--- src/rtl/updown_counter_mod.sv ---
// Modulo-(MOD_MAX+1) up/down counter with parallel load, a terminal-count pulse
// and a sticky overflow flag; SAT selects wrap or saturate at either boundary.
module updown_counter_mod #(
    parameter int WIDTH   = 4,
    parameter int MOD_MAX = 9,
    parameter bit SAT     = 1'b0
) (
    input  logic             clk,
    input  logic             rst_i,
    input  logic             en_i,
    input  logic             dir_i,
    input  logic             load_i,
    input  logic [WIDTH-1:0] value_i,
    output logic [WIDTH-1:0] count_o,
    output logic             tc_o,
    output logic             ovf_o
);

    if (MOD_MAX < 1 || MOD_MAX > (2 ** WIDTH) - 1) begin : g_bad_mod_max
        $error("updown_counter_mod: MOD_MAX must lie in 1 .. 2**WIDTH-1");
    end

    localparam logic [WIDTH-1:0] MaxVal  = MOD_MAX[WIDTH-1:0];
    localparam logic [WIDTH-1:0] ZeroVal = '0;

    logic [WIDTH-1:0] count_q, count_d;
    logic             tc_q, tc_d;
    logic             ovf_q, ovf_d;

    // Load beats stepping; a step at either boundary wraps or saturates and flags it.
    always_comb begin
        count_d = count_q;
        tc_d    = 1'b0;
        ovf_d   = ovf_q;
        if (load_i) begin
            count_d = (value_i > MaxVal) ? MaxVal : value_i;
            ovf_d   = 1'b0;
        end else if (en_i) begin
            if (dir_i) begin
                if (count_q >= MaxVal) begin
                    count_d = SAT ? MaxVal : ZeroVal;
                    tc_d    = 1'b1;
                    ovf_d   = 1'b1;
                end else begin
                    count_d = count_q + 1'b1;
                end
            end else begin
                if (count_q == ZeroVal) begin
                    count_d = SAT ? ZeroVal : MaxVal;
                    tc_d    = 1'b1;
                    ovf_d   = 1'b1;
                end else begin
                    count_d = count_q - 1'b1;
                end
            end
        end
    end

    always_ff @(posedge clk) begin
        if (rst_i) begin
            count_q <= '0;
            tc_q    <= 1'b0;
            ovf_q   <= 1'b0;
        end else begin
            count_q <= count_d;
            tc_q    <= tc_d;
            ovf_q   <= ovf_d;
        end
    end

    assign count_o = count_q;
    assign tc_o    = tc_q;
    assign ovf_o   = ovf_q;

endmodule

--- config.mk ---
export PLATFORM = sky130hd
export DESIGN_NAME = updown_counter_mod
export DESIGN_NICKNAME = d
export VERILOG_FILES = /design/src/rtl/updown_counter_mod.sv
export SDC_FILE = /design/constraint.sdc
export NUM_CORES = 1
export LEC_CHECK = 0
export ABC_AREA = 1
export BUFFER_PORTS_ARGS = -buffer_cell sky130_fd_sc_hd__buf_2
export CORE_AREA = 2 2 39 41
export DETAILED_ROUTE_END_ITERATION = 8
export DIE_AREA = 0 0 41 43
export GPL_TIMING_DRIVEN = 0
export PLACE_DENSITY_LB_ADDON = 0.15
export RECOVER_POWER = 25
export SYNTH_ARGS = -nofsm -noshare
export SYNTH_HDL_FRONTEND = slang
export SYNTH_SLANG_ARGS = --single-unit
--- constraint.sdc ---
create_clock -name clk -period 3.25 [get_ports clk]
set_clock_uncertainty 0.1 [all_clocks]
set_input_delay 0.65 -clock clk [delete_from_list [all_inputs] [get_ports clk]]
set_output_delay 0.65 -clock clk [all_outputs]
set_load 0.02 [all_outputs]
# ---- Word level (Yosys, flattened, before mapping)
# Index checks and enable logic that the tools add are counted.
dict set report classes {
  n_reduce_logical 6
  multipliers 0
  mux 12
  addsub 2
  bitwise 1
  n_div 0
  eq_ne 1
  shift 0
  order_cmp 2
}
# op n
set op_table {}
lappend op_table {{2-to-1 mux 4 bit} 6}
lappend op_table {{2-to-1 mux 1 bit} 6}
lappend op_table {{adder 4 x 1 -> 4 bit, second input constant} 1}
lappend op_table {{>= comparator 4 bit, second input constant} 1}
lappend op_table {{> comparator 4 bit, second input constant} 1}
lappend op_table {{logical NOT 4 bit} 1}
lappend op_table {{nonzero test 2 bit} 2}
lappend op_table {{subtractor 4 x 1 -> 4 bit, second input constant} 1}
lappend op_table {{AND reduction 3 bit} 1}
lappend op_table {{OR reduction 3 bit} 1}
lappend op_table {{inequality test 2 x 1 -> 1 bit, second input constant} 1}
lappend op_table {{OR reduction 2 bit} 1}
lappend op_table {{NOT 1 bit} 1}
dict set report totals {
  mem_bits_ro 0
  latchBits 0
  ram_bits 0
  ff_bits 6
  memories 0
  out_inout_bits 6
  input_bits 9
}

# ---- Depth between registers and ports, before layout
# Gate-level depths: netlist of run 1.
dict set report depth {
  depth_word 5
  depth_mapped 10
  ltp_nobuf 10
}

# ---- Least setup slack after synthesis of run 1
# OpenSTA, ideal clock, no wires.
dict set report synth_path {
  path_type {register to register}
  from {register count_q[0] (netlist: count_o[0])}
  to {register count_q[2] (netlist: count_o[2])}
  path_stages_with_launch 9
  path_buffers 0
  path_slack_ns 1.701
  t_arrival_ns 1.330
  setup_time_ns 0.119
  cell_sequence {dfxtp_1 -> inv_1 -> ha_1 -> nand3b_2 -> nand2_2 -> nand2_1 -> nor2_1 -> nor2_1 -> nor3_2}
}
dict set report synth_via {
  elab_chain_len 5
}
# element line_no
set synth_lines {}
lappend synth_lines {{start, declared} 26} ;# logic [WIDTH-1:0] count_q, count_d;
lappend synth_lines {{start signal, assigned} 65} ;# count_q <= count_d;
lappend synth_lines {{subtractor 4 x 1 -> 4 bit (tied with other cells)} 53} ;# count_d = count_q - 1'b1;
lappend synth_lines {{2-to-1 mux 4 bit, on equally long branches} {48, 40}}
lappend synth_lines {{2-to-1 mux 4 bit *} 39} ;# if (dir_i) begin
lappend synth_lines {{2-to-1 mux 4 bit *} 38} ;# end else if (en_i) begin
lappend synth_lines {{2-to-1 mux 4 bit *} 35} ;# if (load_i) begin
# Mark *: on every way between the ends. The rest lies on a longest branch, timed or not. The select of a mux whose other input is x is not followed.
# A chain may end at the register's enable or synchronous reset.

# ---- Worst setup path after layout of run 1
dict set report layout_path {
  from {register count_q[0] (netlist: count_o[0])}
  to {output port count_o[0]}
}
# element line_no
set layout_lines {}
lappend layout_lines {{end, declared} 14} ;# output logic [WIDTH-1:0] count_o,
# No word-level cell between the ends.

==> metrics.md, run 1 <==
| Metric | Value |
|---|---|
| WL final | `1050 microns` |
| Crit-path slowest cell | `dfxtp_1` |
| Status | `completed` |
| Syn avg cell area | `6.73 sq um` |
| # Post-CTS Setup Buffers | `0` |
| DRC | `0` |
| Final hold violation count | `0` |
| CP Data Required Time | `between 2 and 3 ns` |
| Initial antenna violation count | `0` |
| Clk slew on worst S/H paths | `0.04 ns` |
| Synth warn | `0` |
| WL/cell | `roughly 10 microns` |
| Worst skew pair latency | `0.24 ns` |
| Crit-path max FO | `8` |
| Final global-route overflow total | `0` |
| P&R area growth vs syn | `21.9%` |
| Mapped Area | `498 sq um` |
| Vias/cell | `4.79` |
| CTS tree | `done` |
| Fin crit share | `between 50% and 60%` |
| Max-Slew Margin vs Limit | `around four fifths` |
| Core area | `roughly 0.0014 sq mm` |
| DIE AREA | `0.00176 sq mm` |
| Main combinational cell family by area after synthesis | `simple AND/OR/NAND/NOR gates` |
| Yosys reg bits | `6` |
| Largest net degree at the start of global routing | `9` |
| CP endpoint | `count_o[0]` |
| DRT antenna net count | `0` |
| CP Buf/Inv Count | `1` |
| Vias in the first global route | `around 410` |
| Final #Nets | `around 110` |
| Antenna cell count | `0` |
| PostCTS Resize Cnt | `0` |
| I/O Pins | `15` |
| Sequential fraction of the synthesis area | `between 20% and 30%` |
| Post-layout min period | `1.70 ns` |
| Mux contribution to synthesized area | `0%` |
| Worst slew pin tran | `around 0.29 ns` |
| Die width | `41 microns` |
| Total number of vias | `approximately 510` |
| PwrDens | `384 mW/mm^2` |
| Gr usage total | `13.1%` |
| Synth Area in Compound Gates | `about 16%` |
| Fin Setup TNS | `0 ns` |
| Worst vdd ir | `between 150 and 200 uV` |
| Critical Path Max Stage Delay | `about 0.48 ns` |
| Worst Path Arrival | `about 0.95 ns` |
| CP Launch Type | `flop` |
| Critical R2R Capture | `count_o[2]` |
| Worst r2r src | `count_o[0]` |
| Clock sinks | `6` |
| Min Hold Slack | `about 0.35 ns` |
| Drt initial violations | `11` |
| GP Congestion | `a little over 0.8` |
| Simple-gate share of the synthesized area | `34.2%` |
| IO Port Bufs | `14` |
| Total CTS buffers | `3` |
| DR pass1 iterations | `4` |
| Post-CTS Hold Buffers | `0` |
| Setup violators final | `0` |
| DP Wirelength | `~840 microns` |
| Initial Util | `approximately 36%` |
| Fmax | `approximately 600 MHz` |
| Core Rows | `14` |
| Clock Root Buffer | `clkbuf_4` |
| Layout cells sized above 1 | `between 20 and 30%` |
| Worst Setup End Kind | `primary output` |
| First-pass GRT wire length | `around 1600 microns` |
| Worst R2R Path Depth | `8` |
| Setup Crit Path Kind | `flop to primary output` |
| Synth Area in XOR/XNOR | `3.52%` |
| Crit-path leading delay family | `flip-flops` |
| Total of max-cap violations | `0` |
| RSZ-0062 raised after global routing | `false` |
| Min-delay worst type | `flop to flop` |
| Mapped Cells | `74` |
| Die H | `~43 microns` |
| H-tree levels | `1` |
| Worst Setup SP | `count_o[0]` |
| Pleak | `roughly 0.30 nW` |
| Slew Viols, Final | `0` |
| CP cell instances | `buf_2` |
| Distinct cells, synth | `21` |
| Stages on the worst setup path | `1` |
| Reg2reg setup slack | `1.68 ns` |
| Adder-Cell Fraction of Synth Area | `roughly a tenth` |
| Post-synthesis net count | `87` |
| CTS max path bufs | `2` |
## registers in the layout, indices dropped and copies added, names as in the netlist
signal,flops
tc_o,1
count_o,4
ovf_o,1
## per-layer routing
metal / wire length, microns / global-route usage, %
met1: 514 / 17.3
met2: 474 / 20.3
met3: 58 / 4.71
met4: 0 / 2.00
met5: 0 / 0
## synth_stat cells
cell type / n / area (sq um)
clkinv_4: 1 / 8.76
nor2_1: 4 / 15.0
o211ai_1: 1 / 7.51
a21oi_2: 1 / 8.76
dfxtp_1: 6 / 120
nand3b_2: 1 / 11.3
nand2_2: 1 / 6.26
ha_1: 4 / 50.1
buf_6: 1 / 11.3
o21ai_0: 2 / 10.0
a21oi_1: 8 / 40.0
nand4_1: 1 / 6.26
inv_1: 11 / 41.3
nand3_2: 1 / 10.0
nor3_2: 1 / 10.0
nand3_1: 7 / 35.0
nand2_1: 17 / 63.8
nor2_2: 2 / 12.5
a22oi_1: 1 / 7.51
xnor2_1: 2 / 17.5
o21ai_1: 1 / 5.00
## placed cells by master, fill, tap and decap left out, drive strengths merged
cell,count
nand4,1
o21ai,3
inv,11
a22oi,1
nand2,18
nor2,6
clkbuf,6
nor3,1
ha,4
nand3,8
o211ai,1
nand3b,1
dfxtp,6
buf,12
clkinv,1
a21oi,9
xnor2,2
## final cells by class
class	count	area, sq um
buffer	1	11.3
clock buffer	3	22.5
fill	152	777
inverter	12	50.0
multi-input combinational	55	317
sequential	6	120
tap	16	20.0
timing repair buffer	14	66.3
## per-stage QoR
step | power, mW | instances | setup slack, ns | area [sq um] | util, %
after CTS | 0.236 | 107 | 1.55 | 611 | 44.1
after global routing | 0.250 | 107 | 1.51 | 607 | 43.9
final | 0.233 | 107 | 1.55 | 607 | 43.9
after floorplan | 0.146 | 74 | 1.70 | 498 | -
after detailed placement | 0.168 | 104 | 1.64 | 588 | 42.5
after global placement | 0.169 | 104 | 1.68 | 588 | 42.5
## kinds of logic (layout without fill, tap and decap cells)
family | Yosys count | in the layout
simple gates | 35 | 35
compound gates | 14 | 14
buf+inv | 13 | 30
flops | 6 | 6
fa+ha+maj | 4 | 4
xor+xnor | 2 | 2
## where the power goes
part / internal, mW / switching (mW) / leakage [nW] / total [mW]
Sequential: 0.0792 / 0.00841 / 0.0495 / 0.0876
Clock: 0.0417 / 0.0253 / 0.0138 / 0.0670
Combinational: 0.0322 / 0.0463 / 0.238 / 0.0785
## worst min path at each step
stage | cells past startpoint | slack, ns | start | to
after floorplan | 2 | 0.42 | ovf_o | ovf_o
after global placement | 2 | 0.34 | ovf_o | ovf_o
final | 2 | 0.35 | ovf_o | ovf_o
after detailed placement | 2 | 0.34 | ovf_o | ovf_o
after global routing | 2 | 0.37 | ovf_o | ovf_o
after CTS | 2 | 0.35 | ovf_o | ovf_o
No activity file was read; power rests on OpenSTA's default activity.
==> inputs of run 2 (changes only) <==
--- a/config.mk
+++ b/config.mk
@@ -5,7 +5,7 @@
 export SDC_FILE = /design/constraint.sdc
 export NUM_CORES = 1
 export LEC_CHECK = 0
-export ABC_AREA = 1
+export ABC_AREA = 0
 export BUFFER_PORTS_ARGS = -buffer_cell sky130_fd_sc_hd__buf_2
 export CORE_AREA = 2 2 39 41
 export DETAILED_ROUTE_END_ITERATION = 8
==> constraint.sdc (replaced) <==
create_clock -name clk -period 1.69 [get_ports clk]
set_clock_uncertainty 0.1 [all_clocks]
set_input_delay 0.338 -clock clk [delete_from_list [all_inputs] [get_ports clk]]
set_output_delay 0.338 -clock clk [all_outputs]
set_load 0.02 [all_outputs]
==> run 2 against run 1 <==
  * Global-route usage up 3.8 points
  * Critical endpoint is now count_o[0]
  * Highest routed layer is now met4
  * Critical path type is now flop to flop
  * Wire length rose by 17%
  * Sequential power increased by 86%
==> metrics.md, run 2 <==
| Metric | Value |
|---|---|
| Status | `completed` |
| Clk slew on worst S/H paths | `around 0.050 ns` |
| Clock sinks | `6` |
| Yosys reg bits | `6` |
| CTS max path bufs | `2` |
| Sequential fraction of the synthesis area | `a little under a quarter` |
| Vias/cell | `5.34` |
| Core Rows | `14` |
| DIE AREA | `between 0.0015 and 0.002 sq mm` |
| Gr usage total | `approximately 17%` |
| Post-CTS Hold Buffers | `0` |
| Vias in the first global route | `just under 500` |
| Hold Crit Start | `rst_i` |
| Power consumption | `between 0.4 and 0.5 mW` |
| Worst r2r src | `count_o[0]` |
| Initial Util | `about 37%` |
| Setup violators final | `0` |
| Crit-path leading delay family | `simple AND/OR/NAND/NOR gates` |
| Worst skew pair latency | `roughly 0.24 ns` |
| Post-synth top area share | `roughly a quarter` |
| Hold endpoint | `count_o[0]` |
| Drt initial violations | `19` |
| Crit-path max FO | `4` |
| Worst R2R Path Depth | `6` |
| Worst Path Arrival | `about 1.7 ns` |
| IO Port Bufs | `13` |
| DRT antenna net count | `0` |
| WL final | `1220 microns` |
| Final Util | `51.2%` |
| Worst Setup End Kind | `flop` |
| Fin crit share | `97.0%` |
| Commonest cells after routing, fill and taps aside | `buf_2 (13), buf_4 (6), nor2_1 (5)` |
| Worst vdd ir | `slightly below 400 uV` |
| Die width | `41 microns` |
| Most common cell after layout, fill and taps aside | `buf_2` |
| Final #Nets | `slightly below 100` |
| DR pass1 iterations | `4` |
| Post-synthesis net count | `75` |
| Antenna cell count | `0` |
| Total number of vias | `between 500 and 600` |
| Critical R2R Capture | `count_o[0]` |
| Final hold violation count | `0` |
| CTS tree | `done` |
| Total of max-cap violations | `0` |
| CP Buf/Inv Count | `1` |
| I/O Pins | `15` |
| CP Launch Type | `flop` |
| Crit-path slowest cell | `or4b_4` |
| Ys async rst share | `0%` |
| Fin area | `a little over 700 sq um` |
| Clock Root Buffer | `clkbuf_4` |
| Hold depth | `2` |
| CP Data Required Time | `around 1.7 ns` |
| Placed inst area | `just over 600 sq um` |
| Total CTS buffers | `3` |
| Die H | `43 microns` |
| Layout cells sized above 1 | `a little over two fifths` |
| DP Wirelength | `about 900 microns` |
| CP cell instances | `inv_4 -> ha_4 -> or4b_4 -> a2bb2oi_2 -> a211oi_2 -> a311oi_2` |
| Setup Crit Path Kind | `flop to flop` |
| Max-Slew Margin vs Limit | `80.5%` |
| Largest cells by area after synthesis | `dfxtp_1 (24%), ha_1 (9.9%), inv_1 (4.4%)` |
| Mapped Area | `a little over 500 sq um` |
| PwrDens | `about 700 mW/mm^2` |
| Fin Setup TNS | `0 ns` |
| Post-layout min period | `1.64 ns` |
| Core area | `between 0.001 and 0.0015 sq mm` |
| Worst slew pin tran | `between 0.2 and 0.3 ns` |
| H-tree levels | `1` |
| Mapped Cells | `62` |
| Initial antenna violation count | `0` |
| Largest net degree at the start of global routing | `11` |
| Min Hold Slack | `about 0.25 ns` |
| Slew Viols, Final | `0` |
| Synth warn | `0` |
| Number of synthesized flops with an enable pin | `0` |
| WL/cell | `between 10 and 15 microns` |
| Syn avg cell area | `8.19 sq um` |
| P&R area growth vs syn | `39.4%` |
| Critical Path Max Stage Delay | `around 0.46 ns` |
| Yosys top cell by area | `dfxtp_1` |
| GP Congestion | `slightly above 0.7` |
| DRC | `0` |
| Pleak | `0.299 nW` |
| Fmax | `about 610 MHz` |
| Synth cell count leaders | `dfxtp_1 (6), inv_1 (6), nor2_1 (5)` |
| Final global-route overflow total | `0` |
| Max reg flops | `4` |
| First-pass GRT wire length | `2060 microns` |
| Reg2reg setup slack | `0.05 ns` |
| Synth Flop Type | `dfxtp_1` |
| Distinct cells, synth | `31` |
| Min-delay worst type | `input pin to flop` |
run 2: cell count changes after synthesis, sizes merged, moves of 3 or more:
| cell | previous run | this run |
|---|---|---|
| nand2 | 18 | 4 |
| nand2b | 0 | 3 |
| inv | 11 | 6 |
| a21oi | 9 | 2 |
| nand3 | 8 | 2 |
run 2: through the flow:
stage	setup slack, ns	std cells
CTS	0.00795	99
detailed placement	-0.0695	91
global route	-0.000102	101
floorplan	0.00326	62
global placement	-0.106	91
finish	0.0505	101
run 2: per-layer routing:
| metal | wire length [microns] | vias to the layer above | track usage, % |
|---|---|---|---|
| met2 | 605 | 23 | 27.5 |
| met5 | 0 | - | 0 |
| met1 | 523 | 242 | 19.4 |
| met4 | 4 | 0 | 3.33 |
| li1 | - | 272 | - |
| met3 | 90 | 2 | 8.38 |
run 2: what timing repair did:
action / in CTS / in global routing
buffers inserted: 4 / 2
gates cloned: 0 / 0
pin swaps: 2 / 4
gates resized for setup: 6 / 2
setup endpoints to repair: 3 / 2
run 2: layout make-up:
type                            instances  area (sq um)
Sequential cell                         6           128
Buffer                                  3          21.3
Clock buffer                            4          26.3
Inverter                                6          27.5
Timing Repair Buffer                   19           108
Fill cell                             143           676
Tap cell                               16          20.0
Multi-Input combinational cell         47           378
run 2: logic make-up (layout without fill, tap and decap cells):
| logic type | Yosys count | count (layout) | share of synthesized area, % |
|---|---|---|---|
| AO/OA/AOI/OAI | 19 | 19 | 29.6 |
| XOR/XNOR | 2 | 2 | 3.45 |
| adder cells (fa/ha/maj) | 4 | 4 | 9.85 |
| buffers and inverters | 9 | 32 | 8.62 |
| flip-flops | 6 | 6 | 23.6 |
| AND/OR/NAND/NOR | 22 | 22 | 24.9 |
run 2: worst max path at each step:
stage | start | endpoint | slack [ns] | cells past startpoint
finish | count_o[0] | count_o[0] | 0.05 | 6
CTS | count_o[0] | count_o[1] | 0.008 | 6
global route | count_o[1] | count_o[1] | -0.0001 | 6
global placement | count_o[0] | count_o[1] | -0.11 | 6
detailed placement | count_o[1] | count_o[0] | -0.07 | 6
floorplan | count_o[1] | count_o[0] | 0.003 | 6
run 2: where the power goes:
part           internal [mW]  switching [mW]  total, mW
clock network         0.0895          0.0535      0.143
registers              0.151          0.0117      0.163
logic                 0.0944          0.0966      0.191
total                  0.335           0.162      0.497
